**config.mk**
```make
export PLATFORM = sky130hd
export DESIGN_NAME = screen_rect_filler
export DESIGN_NICKNAME = d
export VERILOG_FILES = /design/src/rtl/screen_pkg.sv /design/src/rtl/rect_req_fifo.sv /design/src/rtl/screen_rect_filler.sv
export SDC_FILE = /design/constraint.sdc
export NUM_CORES = 1
export LEC_CHECK = 0
export ABC_AREA = 1
export ABC_CLOCK_PERIOD_IN_PS = 12200
export CAP_MARGIN = 20
export CORE_MARGIN = 8
export CORE_UTILIZATION = 54
export CTS_CLUSTER_SIZE = 24
export DETAILED_ROUTE_END_ITERATION = 7
export PLACE_DENSITY = 0.8
export SETUP_SLACK_MARGIN = 0.02
export SLEW_MARGIN = 25
export SYNTH_ARGS = -nofsm -noshare
export SYNTH_HDL_FRONTEND = slang
export SYNTH_SLANG_ARGS = --single-unit
```
**constraint.sdc**
```tcl
create_clock -name clock -period 12.2 [get_ports clock]
set_input_delay 3.05 -clock clock [delete_from_list [all_inputs] [get_ports clock]]
set_output_delay 3.05 -clock clock [all_outputs]
set_load 0.05 [all_outputs]
```
**src/rtl/screen_pkg.sv**
```systemverilog
// rtl/screen_pkg.sv - screen geometry, rectangle-filler FSM states and request record
package screen_pkg;

  localparam int unsigned SCREEN_W = 160;
  localparam int unsigned SCREEN_H = 120;

  // Request record field widths; the filler's WIDTH/COLOUR_WIDTH must not exceed these.
  localparam int unsigned COORD_W  = 32;
  localparam int unsigned COLOUR_W = 3;

  typedef enum logic [2:0] {
    IDLE,
    CLIP,
    START,
    WAIT,
    FIN
  } fill_state_t;

  typedef struct packed {
    logic [COORD_W-1:0]  x;
    logic [COORD_W-1:0]  y;
    logic [COORD_W-1:0]  w;
    logic [COORD_W-1:0]  h;
    logic [COLOUR_W-1:0] colour;
  } rect_req_t;

endpackage

```
**src/rtl/rect_req_fifo.sv**
```systemverilog
// rtl/rect_req_fifo.sv - synchronous first-word-fall-through FIFO of fill requests
module rect_req_fifo
  import screen_pkg::*;
#(
  parameter int unsigned DEPTH = 2,
  parameter type payload_t = rect_req_t,
  localparam int unsigned PTR_W = $clog2(DEPTH)
) (
  input  logic           clock,
  input  logic           reset,
  input  logic           push,
  input  payload_t       wr_data,
  input  logic           pop,
  output payload_t       rd_data,
  output logic           full,
  output logic           empty,
  output logic [PTR_W:0] count
);

  localparam int unsigned CNT_W = PTR_W + 1;

  payload_t         mem [DEPTH];
  logic [PTR_W-1:0] wr_ptr;
  logic [PTR_W-1:0] rd_ptr;
  logic             do_push;
  logic             do_pop;

  assign full    = (count == CNT_W'(DEPTH));
  assign empty   = (count == '0);
  assign do_push = push && !full;
  assign do_pop  = pop && !empty;
  assign rd_data = mem[rd_ptr];

  // Pointers wrap naturally because DEPTH is a power of two.
  always_ff @(posedge clock) begin
    if (reset) begin
      wr_ptr <= '0;
      rd_ptr <= '0;
      count  <= '0;
    end else begin
      if (do_push) wr_ptr <= wr_ptr + PTR_W'(1);
      if (do_pop)  rd_ptr <= rd_ptr + PTR_W'(1);
      count <= count + CNT_W'(do_push) - CNT_W'(do_pop);
    end
  end

  always_ff @(posedge clock) begin
    if (do_push) mem[wr_ptr] <= wr_data;
  end

endmodule

```
**src/rtl/screen_rect_filler.sv**
```systemverilog
// rtl/screen_rect_filler.sv - clips queued rectangle fills and drives the screen-writer handshake
// SCREEN_RECT_XOR_EN defined: pixel colour is old_screen_colour XOR fill colour.
module screen_rect_filler
  import screen_pkg::*;
#(
  parameter int unsigned WIDTH        = 32,
  parameter int unsigned COLOUR_WIDTH = 3,
  parameter int unsigned FIFO_DEPTH   = 2
) (
  input  logic                    clock,
  input  logic                    reset,
  input  logic                    req_valid,
  output logic                    req_ready,
  input  logic [WIDTH-1:0]        req_x,
  input  logic [WIDTH-1:0]        req_y,
  input  logic [WIDTH-1:0]        req_w,
  input  logic [WIDTH-1:0]        req_h,
  input  logic [COLOUR_WIDTH-1:0] req_colour,
  output logic                    busy,
  output logic                    done,
  output logic                    screen_start,
  output logic [COLOUR_WIDTH-1:0] new_screen_colour,
  output logic [WIDTH-1:0]        screen_x_min,
  output logic [WIDTH-1:0]        screen_y_min,
  output logic [WIDTH-1:0]        screen_x_range,
  output logic [WIDTH-1:0]        screen_y_range,
  input  logic [WIDTH-1:0]        screen_x,
  input  logic [WIDTH-1:0]        screen_y,
  input  logic [COLOUR_WIDTH-1:0] old_screen_colour,
  input  logic                    screen_done
);

  localparam int unsigned CNT_W = $clog2(FIFO_DEPTH) + 1;

  fill_state_t       state;
  fill_state_t       state_next;
  rect_req_t         push_data;
  rect_req_t         head;
  rect_req_t         work;
  logic              push;
  logic              pop;
  logic              fifo_full;
  logic              fifo_empty;
  logic [CNT_W-1:0]  fifo_count;
  logic [CNT_W-1:0]  count_next;
  logic              ready_q;

  assign req_ready = ready_q;
  assign push      = req_valid && ready_q;
  assign push_data = '{
    x:      COORD_W'(req_x),
    y:      COORD_W'(req_y),
    w:      COORD_W'(req_w),
    h:      COORD_W'(req_h),
    colour: COLOUR_W'(req_colour)
  };

  rect_req_fifo #(
    .DEPTH     (FIFO_DEPTH),
    .payload_t (rect_req_t)
  ) u_fifo (
    .clock   (clock),
    .reset   (reset),
    .push    (push),
    .wr_data (push_data),
    .pop     (pop),
    .rd_data (head),
    .full    (fifo_full),
    .empty   (fifo_empty),
    .count   (fifo_count)
  );

  // req_ready is registered, so it tracks the count as it will be after this edge.
  assign count_next = fifo_count + CNT_W'(push) - CNT_W'(pop);

  logic [COORD_W-1:0] x_room;
  logic [COORD_W-1:0] y_room;
  logic [COORD_W-1:0] x_span;
  logic [COORD_W-1:0] y_span;
  logic               rect_empty;

  // Room to the screen edge is only meaningful when the origin is on screen; x + w is never formed.
  assign x_room     = COORD_W'(SCREEN_W) - work.x;
  assign y_room     = COORD_W'(SCREEN_H) - work.y;
  assign x_span     = (work.w < x_room) ? work.w : x_room;
  assign y_span     = (work.h < y_room) ? work.h : y_room;
  assign rect_empty = (work.x >= COORD_W'(SCREEN_W)) || (work.y >= COORD_W'(SCREEN_H)) ||
                      (work.w == '0) || (work.h == '0);

  always_ff @(posedge clock) begin
    if (reset) state <= IDLE;
    else       state <= state_next;
  end

  always_comb begin
    state_next   = state;
    pop          = 1'b0;
    screen_start = 1'b0;
    done         = 1'b0;
    case (state)
      IDLE: begin
        if (!fifo_empty) begin
          pop        = 1'b1;
          state_next = CLIP;
        end
      end
      CLIP:  state_next = rect_empty ? FIN : START;
      START: begin
        screen_start = 1'b1;
        state_next   = WAIT;
      end
      WAIT: begin
        if (screen_done) state_next = FIN;
      end
      FIN: begin
        done       = 1'b1;
        state_next = IDLE;
      end
      default: state_next = IDLE;
    endcase
  end

  always_ff @(posedge clock) begin
    if (reset) begin
      ready_q        <= 1'b0;
      work           <= '0;
      screen_x_min   <= '0;
      screen_y_min   <= '0;
      screen_x_range <= '0;
      screen_y_range <= '0;
    end else begin
      ready_q <= (count_next != CNT_W'(FIFO_DEPTH));
      if (pop) work <= head;
      if (state == CLIP && !rect_empty) begin
        screen_x_min   <= WIDTH'(work.x);
        screen_y_min   <= WIDTH'(work.y);
        screen_x_range <= WIDTH'(x_span);
        screen_y_range <= WIDTH'(y_span);
      end
    end
  end

  logic [COLOUR_WIDTH-1:0] fill_colour;
  logic [COLOUR_WIDTH-1:0] pixel_colour;

  assign fill_colour = COLOUR_WIDTH'(work.colour);

`ifdef SCREEN_RECT_XOR_EN
  assign pixel_colour = old_screen_colour ^ fill_colour;
`else
  assign pixel_colour = fill_colour;
`endif

  assign new_screen_colour = (state == WAIT) ? pixel_colour : '0;
  assign busy              = !fifo_empty || (state != IDLE);

  // The writer owns the sweep, so its pixel address is observed but not needed here.
  logic unused_inputs;
  assign unused_inputs = ^{screen_x, screen_y, old_screen_colour, fifo_full};

endmodule
```
==> results of run 1 <==
## Yosys cell counts (2+ instances only)
cell / number / area, sq um
nand3_2: 3 / 30.0
nor3_1: 18 / 90.1
clkbuf_1: 97 / 364
inv_1: 267 / 1000
a21oi_2: 16 / 140
edfxtp_1: 262 / 7870
nor3_2: 3 / 30.0
buf_4: 4 / 30.0
nand2_2: 2 / 12.5
ha_1: 68 / 851
clkinv_1: 2 / 7.51
nand3_1: 160 / 801
o21ai_0: 159 / 796
buf_6: 4 / 45.0
nor2_1: 136 / 510
nand4_1: 12 / 75.1
a31oi_1: 132 / 826
xnor2_1: 2 / 17.5
buf_2: 11 / 55.1
buf_1: 4 / 15.0
a21oi_1: 82 / 410
nor4_1: 3 / 18.8
nor2_4: 5 / 56.3
nand2_1: 533 / 2000
xor2_1: 56 / 490
inv_2: 6 / 22.5
dfxtp_1: 267 / 5350
nor2_2: 6 / 37.5
## registers in the layout (all words and copies together) (netlist names)
| register | cells |
|---|---|
| screen_x_range | 32 |
| screen_x_min | 32 |
| req_ready | 1 |
| screen_y_range | 32 |
| fill_colour | 3 |
| screen_y_min | 32 |
| u_fifo.count | 2 |
| u_fifo.rd_ptr | 1 |
| u_fifo.mem | 262 |
| work | 128 |
| state | 3 |
| u_fifo.wr_ptr | 1 |
## cell families after synthesis
group / after synthesis / share of synthesized area [%]
AO/OA/AOI/OAI: 393 / 10.0
flip-flops: 529 / 60.0
XOR/XNOR: 58 / 2.31
adder cells (fa/ha/maj): 68 / 3.86
AND/OR/NAND/NOR: 885 / 16.8
buffers and inverters: 395 / 7.00
## layer usage
metal	up-vias	wire [um]	global-route usage, %
met5	-	33	0
met4	6	1640	9.09
met3	117	4600	5.05
met2	620	27400	39.6
met1	8017	23200	29.4
li1	8226	-	-
## final timing paths
path	startpoint	to	slack, ns	cells past startpoint
max	state[2]	new_screen_colour[0]	6.60	6
min	screen_y_min[11]	screen_y_min[11]	0.46	2
max reg2reg	work[99]	screen_x_range[1]	7.98	21
min reg2reg	screen_y_min[11]	screen_y_min[11]	0.46	2
## report_power, final
part	internal [mW]	switching (mW)	total [mW]
logic	0.786	1.45	2.24
clock network	0.952	0.664	1.62
registers	2.23	0.380	2.61
total	3.97	2.50	6.47
## critical path, delay by kind of cell (launching register included)
| family | cells | cell delay (ns) |
|---|---|---|
| buf+inv | 3 | 1.07 |
| simple gates | 3 | 0.57 |
| flops | 1 | 0.32 |
## metrics by stage
step           power, mW  utilization (%)
6_report            6.47             66.3
4_1_cts             6.48             66.1
3_3_place_gp        4.72             61.8
5_1_grt             6.92             66.2
2_1_floorplan       4.18                -
3_5_place_dp        4.85             61.8
## area by class of cell
cell class              instances  area, sq um
fillers                      3083        13700
flip-flops and latches        529        13200
multi-input cells            1404         7310
repair buffers                288         2860
clock buffers                  81         1610
inverters                     275         1040
well taps                     532          666
clock inverters                17          151
diodes                          6         15.0
==> results.tsv, run 1 <==
stage	metric	value	unit
logic_synthesis	Ys Warns	0	
placement	Final GP Congestion	0.897	
placement	placed standard-cell area	25100	sq um
cells_and_area	Syn-to-layout area delta	21.9	%
logic_synthesis	sequential fraction of the synthesis area	60.0	%
detailed_routing	routed vias	17000	
worst_setup_path	Slowest-stage cell, CP	clkdlybuf4s50_1	
sta	fin crit share	45.9	%
placement	dpl hpwl	37500	um
global_routing	vias in the first global route	16700	
global_routing	grt ovf	0	
sta	final setup TNS	0	ns
logic_synthesis	synthesized area	22000	sq um
floorplan	DIE WIDTH	218	um
detailed_routing	drt first pass iters	6	
detailed_routing	final WL	56900	um
cells_and_area	layout cells sized above 1	5.86	%
outcome	status	finished clean	
cells_and_area	most frequent cells in the layout	nand2_1, clkdlybuf4s50_1, inv_1, dfxtp_1, edfxtp_1	
logic_synthesis	post-synth cell types	36	
clocking	Clock Latency Late Sink	0.59	ns
detailed_routing	per-cell routed wire length	18.2	um
worst_setup_path	CP Capture Type	output port	
min_path	Worst Hold Class	reg -> reg	
floorplan	full die area	47500	sq um
logic_synthesis	Mapped Cells	2328	
worst_setup_path	CP peak stage delay	0.83	ns
sta	WHS	0.457	ns
placement	Placed Cells	3027	
global_routing	global-route wire length before repair	89400	um
cells_and_area	commonest non-fill, non-tap cell in the layout	nand2_1	
clocking	deepest clock path buffer count	3	
floorplan	die height	218	um
floorplan	core box area	40600	sq um
clocking	CTS Root Cell	clkbuf_16	
detailed_routing	DR vias/cell	5.42	
clocking	clock slew seen by the registers of the worst setup and hold paths	0.06	ns
floorplan	Starting Density	54.3	%
worst_setup_path	critical path data arrival time	2.55	ns
global_routing	maximum number of pins on one net before global-route repair	137	
floorplan	I/O pin total	337	
clocking	CTS tree	done	
sta	Max Slew Vio Count	0	
logic_synthesis	fraction of registers with async set/reset	0	%
sta	Worst Skew	0.0141	ns
logic_synthesis	syn nets	2598	
sta	final hold vios	0	
power_and_ir_drop	power per cell area	241	nW/um^2
sta	final setup vio count	0	
clocking	Post-CTS Hold Buffers	0	
detailed_routing	1st-iter DRT viols	1246	
clocking	postcts setup bufs	0	
sta	Tmin final	5.60	ns
worst_setup_path	critical setup path kind	reg -> out	
detailed_routing	Antenna Nets Post-Route	0	
placement	pre-CTS setup slack	6.05	ns
global_routing	antenna violations before repair	6	
worst_setup_path	CP max FO	4	
logic_synthesis	number of synthesized register bits	529	
sta	Max transition margin	35.5	%
cells_and_area	Final Non-Filler Cells	3132	
floorplan	Core Rows	74	
clocking	Gates resized, CTS repair	0	
power_and_ir_drop	Static Leak	11.0	nW
logic_synthesis	Post-synth EDFFs	262	
clocking	H-Tree Depth	2	
cells_and_area	Final #Nets	2820	
worst_setup_path	CP startpoint kind	register	
clocking	# clock sinks	529	
logic_synthesis	Synth Area per Inst	9.46	sq um
clocking	cts bufs inserted	52	
sta	unrepaired setup endpoints after global routing	false	
job	max cap viols	0	
power_and_ir_drop	VDD IR-drop max	0.150	mV
detailed_routing	number of remaining DRC errors	0	
placement	# port buffers	269	
sta	f_max	0.179	GHz
worst_setup_path	CP cell instances	inv_1, nand2_1, inv_1, nand2_1, nor2_1, clkdlybuf4s50_1	
cells_and_area	post-layout instance area	26900	sq um
sta	Setup WS post-layout	6.60	ns
logic_synthesis	Synth Flop Type	dfxtp_1	
sta	Slew @ Worst Pin	0.967	ns
global_routing	Total Routing Usage GR	23.5	%
worst_setup_path	Worst Path Required	9.15	ns
Note: power is estimated with default switching activity, not from simulation.
==> inputs of run 2 (changes only) <==
--- a/config.mk
+++ b/config.mk
@@ -6,7 +6,7 @@
 export NUM_CORES = 1
 export LEC_CHECK = 0
 export ABC_AREA = 1
-export ABC_CLOCK_PERIOD_IN_PS = 12200
+export ABC_CLOCK_PERIOD_IN_PS = 5800
 export CAP_MARGIN = 20
 export CORE_MARGIN = 8
 export CORE_UTILIZATION = 54
==> constraint.sdc (replaced) <==
create_clock -name clock -period 5.8 [get_ports clock]
set_input_delay 1.45 -clock clock [delete_from_list [all_inputs] [get_ports clock]]
set_output_delay 1.45 -clock clock [all_outputs]
set_load 0.05 [all_outputs]
==> run 2 against run 1 <==
Net effect: combinational power up 110%; critical path depth up 17; wire length down 0.75%; first-iteration DRC count up 17%; sequential cell count unchanged; global-route usage down 0.57 points; die area unchanged; worst setup slack worse by 5.0 ns; total power up 110%; sequential share of layout area down 0.23 points; sequential power up 110%; critical endpoint is now screen_y_range[1]; largest cell class unchanged; largest power group unchanged.
==> results.tsv, run 2 (same netlist as run 1, synthesis figures left out) <==
stage	metric	value	unit
detailed_routing	drt first pass iters	5	
cells_and_area	leading registers by flop count	u_fifo.mem x262, work x128	
sta	unrepaired setup endpoints after global routing	false	
sta	WHS	0.455	ns
sta	Max Slew Vio Count	0	
cells_and_area	layout cells sized above 1	6.30	%
detailed_routing	per-cell routed wire length	18.0	um
sta	final setup vio count	0	
placement	# port buffers	269	
detailed_routing	number of remaining DRC errors	0	
sta	Slew @ Worst Pin	1.04	ns
cells_and_area	Final Non-Filler Cells	3139	
cells_and_area	post-layout instance area	27000	sq um
power_and_ir_drop	VDD IR-drop max	0.322	mV
clocking	H-Tree Depth	2	
floorplan	die height	218	um
sta	final hold vios	0	
clocking	clock slew seen by the registers of the worst setup and hold paths	0.06	ns
sta	Setup WS post-layout	1.57	ns
cells_and_area	Final Util	66.6	%
clocking	Gates resized, CTS repair	0	
sta	f_max	0.236	GHz
detailed_routing	DR vias/cell	5.40	
floorplan	full die area	47500	sq um
worst_setup_path	Worst R2R Start	work[67]	
sta	Max transition margin	30.6	%
floorplan	I/O pin total	337	
clocking	cts bufs inserted	53	
worst_setup_path	critical path data arrival time	4.73	ns
floorplan	core box area	40600	sq um
placement	Placed Cells	3032	
power_and_ir_drop	Static Leak	11.1	nW
worst_setup_path	critical setup path kind	reg -> reg	
min_path	beginning of the worst hold path	screen_x_min[22]	
worst_setup_path	CP Capture Type	register	
global_routing	vias in the first global route	16300	
global_routing	antenna violations before repair	7	
cells_and_area	commonest non-fill, non-tap cell in the layout	nand2_1	
floorplan	Core Rows	74	
worst_setup_path	CP cell instances	inv_1, ha_1, nand2_1, nand2_1, nor2_1, nand2_2, nand3_2, nor2_4, nand2_1, nor3_1, nand2_1, xor2_1, ha_1, nand2_1, o21ai_0, nand2_1, nand3_1, a21oi_2, nand2_1, nand2_1, nand3_1, nand2_1, inv_1	
sta	Worst Skew	0.0186	ns
clocking	deepest clock path buffer count	3	
outcome	status	finished clean	
placement	Final GP Congestion	0.877	
floorplan	DIE WIDTH	218	um
power_and_ir_drop	power per cell area	502	nW/um^2
sta	fin crit share	73.0	%
min_path	Worst Hold Class	reg -> reg	
placement	dpl hpwl	38000	um
worst_setup_path	CP peak stage delay	0.64	ns
worst_setup_path	CP startpoint	work[67]	
placement	pre-CTS setup slack	1.62	ns
floorplan	Starting Density	54.3	%
min_path	Hold Path Stages	2	
global_routing	Total Routing Usage GR	23.0	%
cells_and_area	Syn-to-layout area delta	22.5	%
cells_and_area	most frequent cells in the layout	nand2_1, clkdlybuf4s50_1, inv_1, dfxtp_1, edfxtp_1	
clocking	Clock Latency Late Sink	0.60	ns
placement	placed standard-cell area	25200	sq um
global_routing	maximum number of pins on one net before global-route repair	128	
sta	Tmin final	4.23	ns
worst_setup_path	Slowest-stage cell, CP	a21oi_2	
worst_setup_path	Worst Path Required	6.30	ns
job	max cap viols	0	
detailed_routing	1st-iter DRT viols	1460	
worst_setup_path	CP most frequent cell	nand2_1	
clocking	CTS tree	done	
global_routing	global-route wire length before repair	87400	um
worst_setup_path	CP startpoint kind	register	
cells_and_area	max reg flops	262	
clocking	postcts setup bufs	0	
detailed_routing	Antenna Nets Post-Route	0	
global_routing	grt ovf	0	
detailed_routing	routed vias	17000	
cells_and_area	Final #Nets	2828	
clocking	Post-CTS Hold Buffers	0	
sta	final setup TNS	0	ns
clocking	# clock sinks	529	
power_and_ir_drop	PnR Total Power	13.6	mW
clocking	CTS Root Cell	clkbuf_16	
detailed_routing	final WL	56500	um
worst_setup_path	worst reg2reg path depth	23	
worst_setup_path	CP max FO	17	
cells_and_area	register name with the most flops	u_fifo.mem	
==> run 2: cell type report <==
type / count / area [sq um]
Fill cell: 3083 / 13600
Sequential cell: 529 / 13200
Multi-Input combinational cell: 1404 / 7310
Timing Repair Buffer: 295 / 3020
Clock buffer: 77 / 1610
Inverter: 275 / 1040
Tap cell: 532 / 666
Clock inverter: 23 / 120
Antenna cell: 4 / 10.0
==> run 2: worst paths after layout <==
kind	slack (ns)	endpoint
hold reg to reg	0.45	screen_x_min[22]
setup reg to reg	1.57	screen_y_range[1]
hold / removal	0.45	screen_x_min[22]
setup / recovery	1.57	screen_y_range[1]
==> run 2: metal layers <==
layer / up-vias / track usage, % / wire (um)
met5: - / 0 / 56
met1: 8001 / 29.1 / 23100
met4: 8 / 7.66 / 1430
met2: 621 / 38.8 / 27400
met3: 98 / 4.92 / 4450
li1: 8229 / - / -
==> run 2: worst max-delay path, delay by kind of cell (launching register included) <==
family | cells | cell delay [ns]
xor gates and xnor gates | 1 | 0.16
adders and majority gates | 2 | 0.44
DFF | 1 | 0.35
buffers and inverters | 2 | 0.13
AOI/OAI and AO/OA | 2 | 0.74
and+or+nand+nor | 16 | 2.30
==> run 2: report_power, final <==
group	switching, mW	internal, mW	total, mW
Combinational	3.05	1.70	4.75
Sequential	0.769	4.70	5.47
Clock	1.42	1.93	3.34
==> inputs of run 3 (changes only) <==
--- a/config.mk
+++ b/config.mk
@@ -6,13 +6,13 @@
 export NUM_CORES = 1
 export LEC_CHECK = 0
 export ABC_AREA = 1
-export ABC_CLOCK_PERIOD_IN_PS = 5800
+export ABC_CLOCK_PERIOD_IN_PS = 3570
 export CAP_MARGIN = 20
 export CORE_MARGIN = 8
-export CORE_UTILIZATION = 54
+export CORE_UTILIZATION = 49
 export CTS_CLUSTER_SIZE = 24
 export DETAILED_ROUTE_END_ITERATION = 7
-export PLACE_DENSITY = 0.8
+export PLACE_DENSITY = 0.76
 export SETUP_SLACK_MARGIN = 0.02
 export SLEW_MARGIN = 25
 export SYNTH_ARGS = -nofsm -noshare
==> constraint.sdc (replaced) <==
create_clock -name clock -period 3.57 [get_ports clock]
set_input_delay 0.8925 -clock clock [delete_from_list [all_inputs] [get_ports clock]]
set_output_delay 0.8925 -clock clock [all_outputs]
set_load 0.05 [all_outputs]
==> run 3 against run 2 <==
Net effect: via count decreased by 0.18%; hold slack improved by 0.00066 ns; clock power increased by 70%; critical endpoint is now new_screen_colour[0]; largest cell class unchanged; total power increased by 67%.
==> results.tsv, run 3 (same netlist as run 1, synthesis figures left out) <==
stage	metric	value	unit
floorplan	core box area	44300	sq um
sta	Max Slew Vio Count	0	
outcome	status	finished clean	
cells_and_area	Final Util	61.7	%
power_and_ir_drop	VDD IR-drop max	0.428	mV
clocking	cts bufs inserted	53	
worst_setup_path	CP cell instances	inv_1, nand2_1, inv_1, nand2_1, nor2_1, clkdlybuf4s50_1	
sta	final setup vio count	0	
detailed_routing	final WL	57400	um
worst_setup_path	critical path data arrival time	2.55	ns
floorplan	Core Rows	77	
clocking	deepest clock path buffer count	3	
worst_setup_path	CP top delay family	buffers and inverters	
worst_setup_path	Worst Path Required	2.68	ns
global_routing	vias in the first global route	16600	
detailed_routing	per-cell routed wire length	17.9	um
detailed_routing	1st-iter DRT viols	1286	
clocking	clock slew seen by the registers of the worst setup and hold paths	0.06	ns
cells_and_area	layout cells sized above 1	6.97	%
clocking	H-Tree Depth	2	
cells_and_area	Final Non-Filler Cells	3206	
sta	fin crit share	96.4	%
placement	# port buffers	269	
power_and_ir_drop	PnR Total Power	22.6	mW
floorplan	Starting Density	49.7	%
placement	placed standard-cell area	25400	sq um
cells_and_area	leading registers by flop count	u_fifo.mem x262, work x128	
cells_and_area	post-layout instance area	27300	sq um
power_and_ir_drop	Static Leak	11.2	nW
sta	Max transition margin	46.6	%
clocking	# clock sinks	529	
sta	Setup WS post-layout	0.130	ns
sta	f_max	0.291	GHz
sta	final setup TNS	0	ns
worst_setup_path	critical setup path kind	reg -> out	
sta	Tmin final	3.44	ns
placement	Placed Cells	3102	
clocking	Post-CTS Hold Buffers	0	
floorplan	die height	228	um
floorplan	full die area	52000	sq um
placement	pre-CTS setup slack	0.0893	ns
worst_setup_path	CP Buf/Inv Count	3	
worst_setup_path	CP startpoint kind	register	
detailed_routing	number of remaining DRC errors	0	
sta	Slew @ Worst Pin	0.801	ns
cells_and_area	most frequent cells in the layout	nand2_1, clkdlybuf4s50_1, inv_1, dfxtp_1, edfxtp_1	
clocking	Clock Latency Late Sink	0.60	ns
detailed_routing	routed vias	16900	
cells_and_area	fillcell total	3564	
job	max cap viols	0	
sta	Worst Skew	0.0191	ns
detailed_routing	Antenna Nets Post-Route	0	
cells_and_area	commonest non-fill, non-tap cell in the layout	nand2_1	
cells_and_area	Syn-to-layout area delta	24.1	%
worst_setup_path	CP max FO	4	
sta	unrepaired setup endpoints after global routing	true	
clocking	CTS tree	done	
power_and_ir_drop	power per cell area	827	nW/um^2
placement	Final GP Congestion	0.866	
global_routing	maximum number of pins on one net before global-route repair	149	
global_routing	antenna violations before repair	7	
sta	final hold vios	0	
clocking	CTS Root Cell	clkbuf_16	
cells_and_area	Final #Nets	2838	
worst_setup_path	CP Capture Type	output port	
global_routing	global-route wire length before repair	89800	um
global_routing	grt ovf	0	
detailed_routing	DR vias/cell	5.28	
placement	dpl hpwl	38600	um
cells_and_area	register name with the most flops	u_fifo.mem	
detailed_routing	drt first pass iters	5	
sta	WHS	0.455	ns
floorplan	I/O pin total	337	
cells_and_area	max reg flops	262	
min_path	Worst Hold Class	reg -> reg	
worst_setup_path	CP peak stage delay	0.87	ns
floorplan	DIE WIDTH	228	um
global_routing	Total Routing Usage GR	21.3	%
worst_setup_path	Slowest-stage cell, CP	clkdlybuf4s50_1	
-- run 3: cell count changes in the layout (fill, tap and decap cells not counted), moves of 3 or more --
| cell | change |
|---|---|
| buf_12 | +5 |
| buf_4 | +6 |
| clkinv_2 | -9 |
| bufinv_16 | +4 |
| a21oi_4 | +3 |
| buf_16 | -3 |
| nand2_1 | -3 |
-- run 3: path summary, 6_finish.rpt --
kind / from / endpoint / slack [ns] / depth (start not counted)
setup reg to reg: work[68] / screen_y_range[18] / 0.22 / 22
hold / removal: screen_y_min[10] / screen_y_min[10] / 0.46 / 2
hold reg to reg: screen_y_min[10] / screen_y_min[10] / 0.46 / 2
setup / recovery: state[2] / new_screen_colour[0] / 0.13 / 6
-- run 3: cell type report --
| type | count | area [sq um] | area share [%] |
|---|---|---|---|
| Antenna cell | 2 | 5.00 | 0.0183 |
| Clock buffer | 77 | 1590 | 5.82 |
| Clock inverter | 22 | 229 | 0.838 |
| Inverter | 275 | 1040 | 3.80 |
| Multi-Input combinational cell | 1404 | 7390 | 27.0 |
| Sequential cell | 529 | 13200 | 48.3 |
| Tap cell | 592 | 741 | 2.71 |
| Timing Repair Buffer | 305 | 3120 | 11.4 |
-- run 3: report_power, final --
group,switching (mW),internal (mW)
Clock,2.30,3.39
Combinational,5.29,2.88
Sequential,1.12,7.63
-- run 3: worst reg2reg max path: cells and delay by family (launching register included) --
kind / cells / cell delay, ns
buf+inv: 3 / 0.40
xor+xnor: 1 / 0.15
flops: 1 / 0.33
compound gates: 3 / 0.48
fa+ha+maj: 2 / 0.43
simple gates: 13 / 1.50
-- run 3: metal layers --
layer  share of wire, %  routed length [um]  vias up  track usage, %
li1                   -                   -     8261               -
met1                 42               24200     8001            26.9
met2                 48               27500      550            35.9
met3                6.8                3920      105            4.74
met4                3.0                1750       10            6.84
met5               0.12                  69        -               0
-- run 3: timing repair --
action / in CTS / in global routing
gates resized for setup: 0 / 14
setup buffers: 0 / 2
setup endpoints to repair: 0 / 61
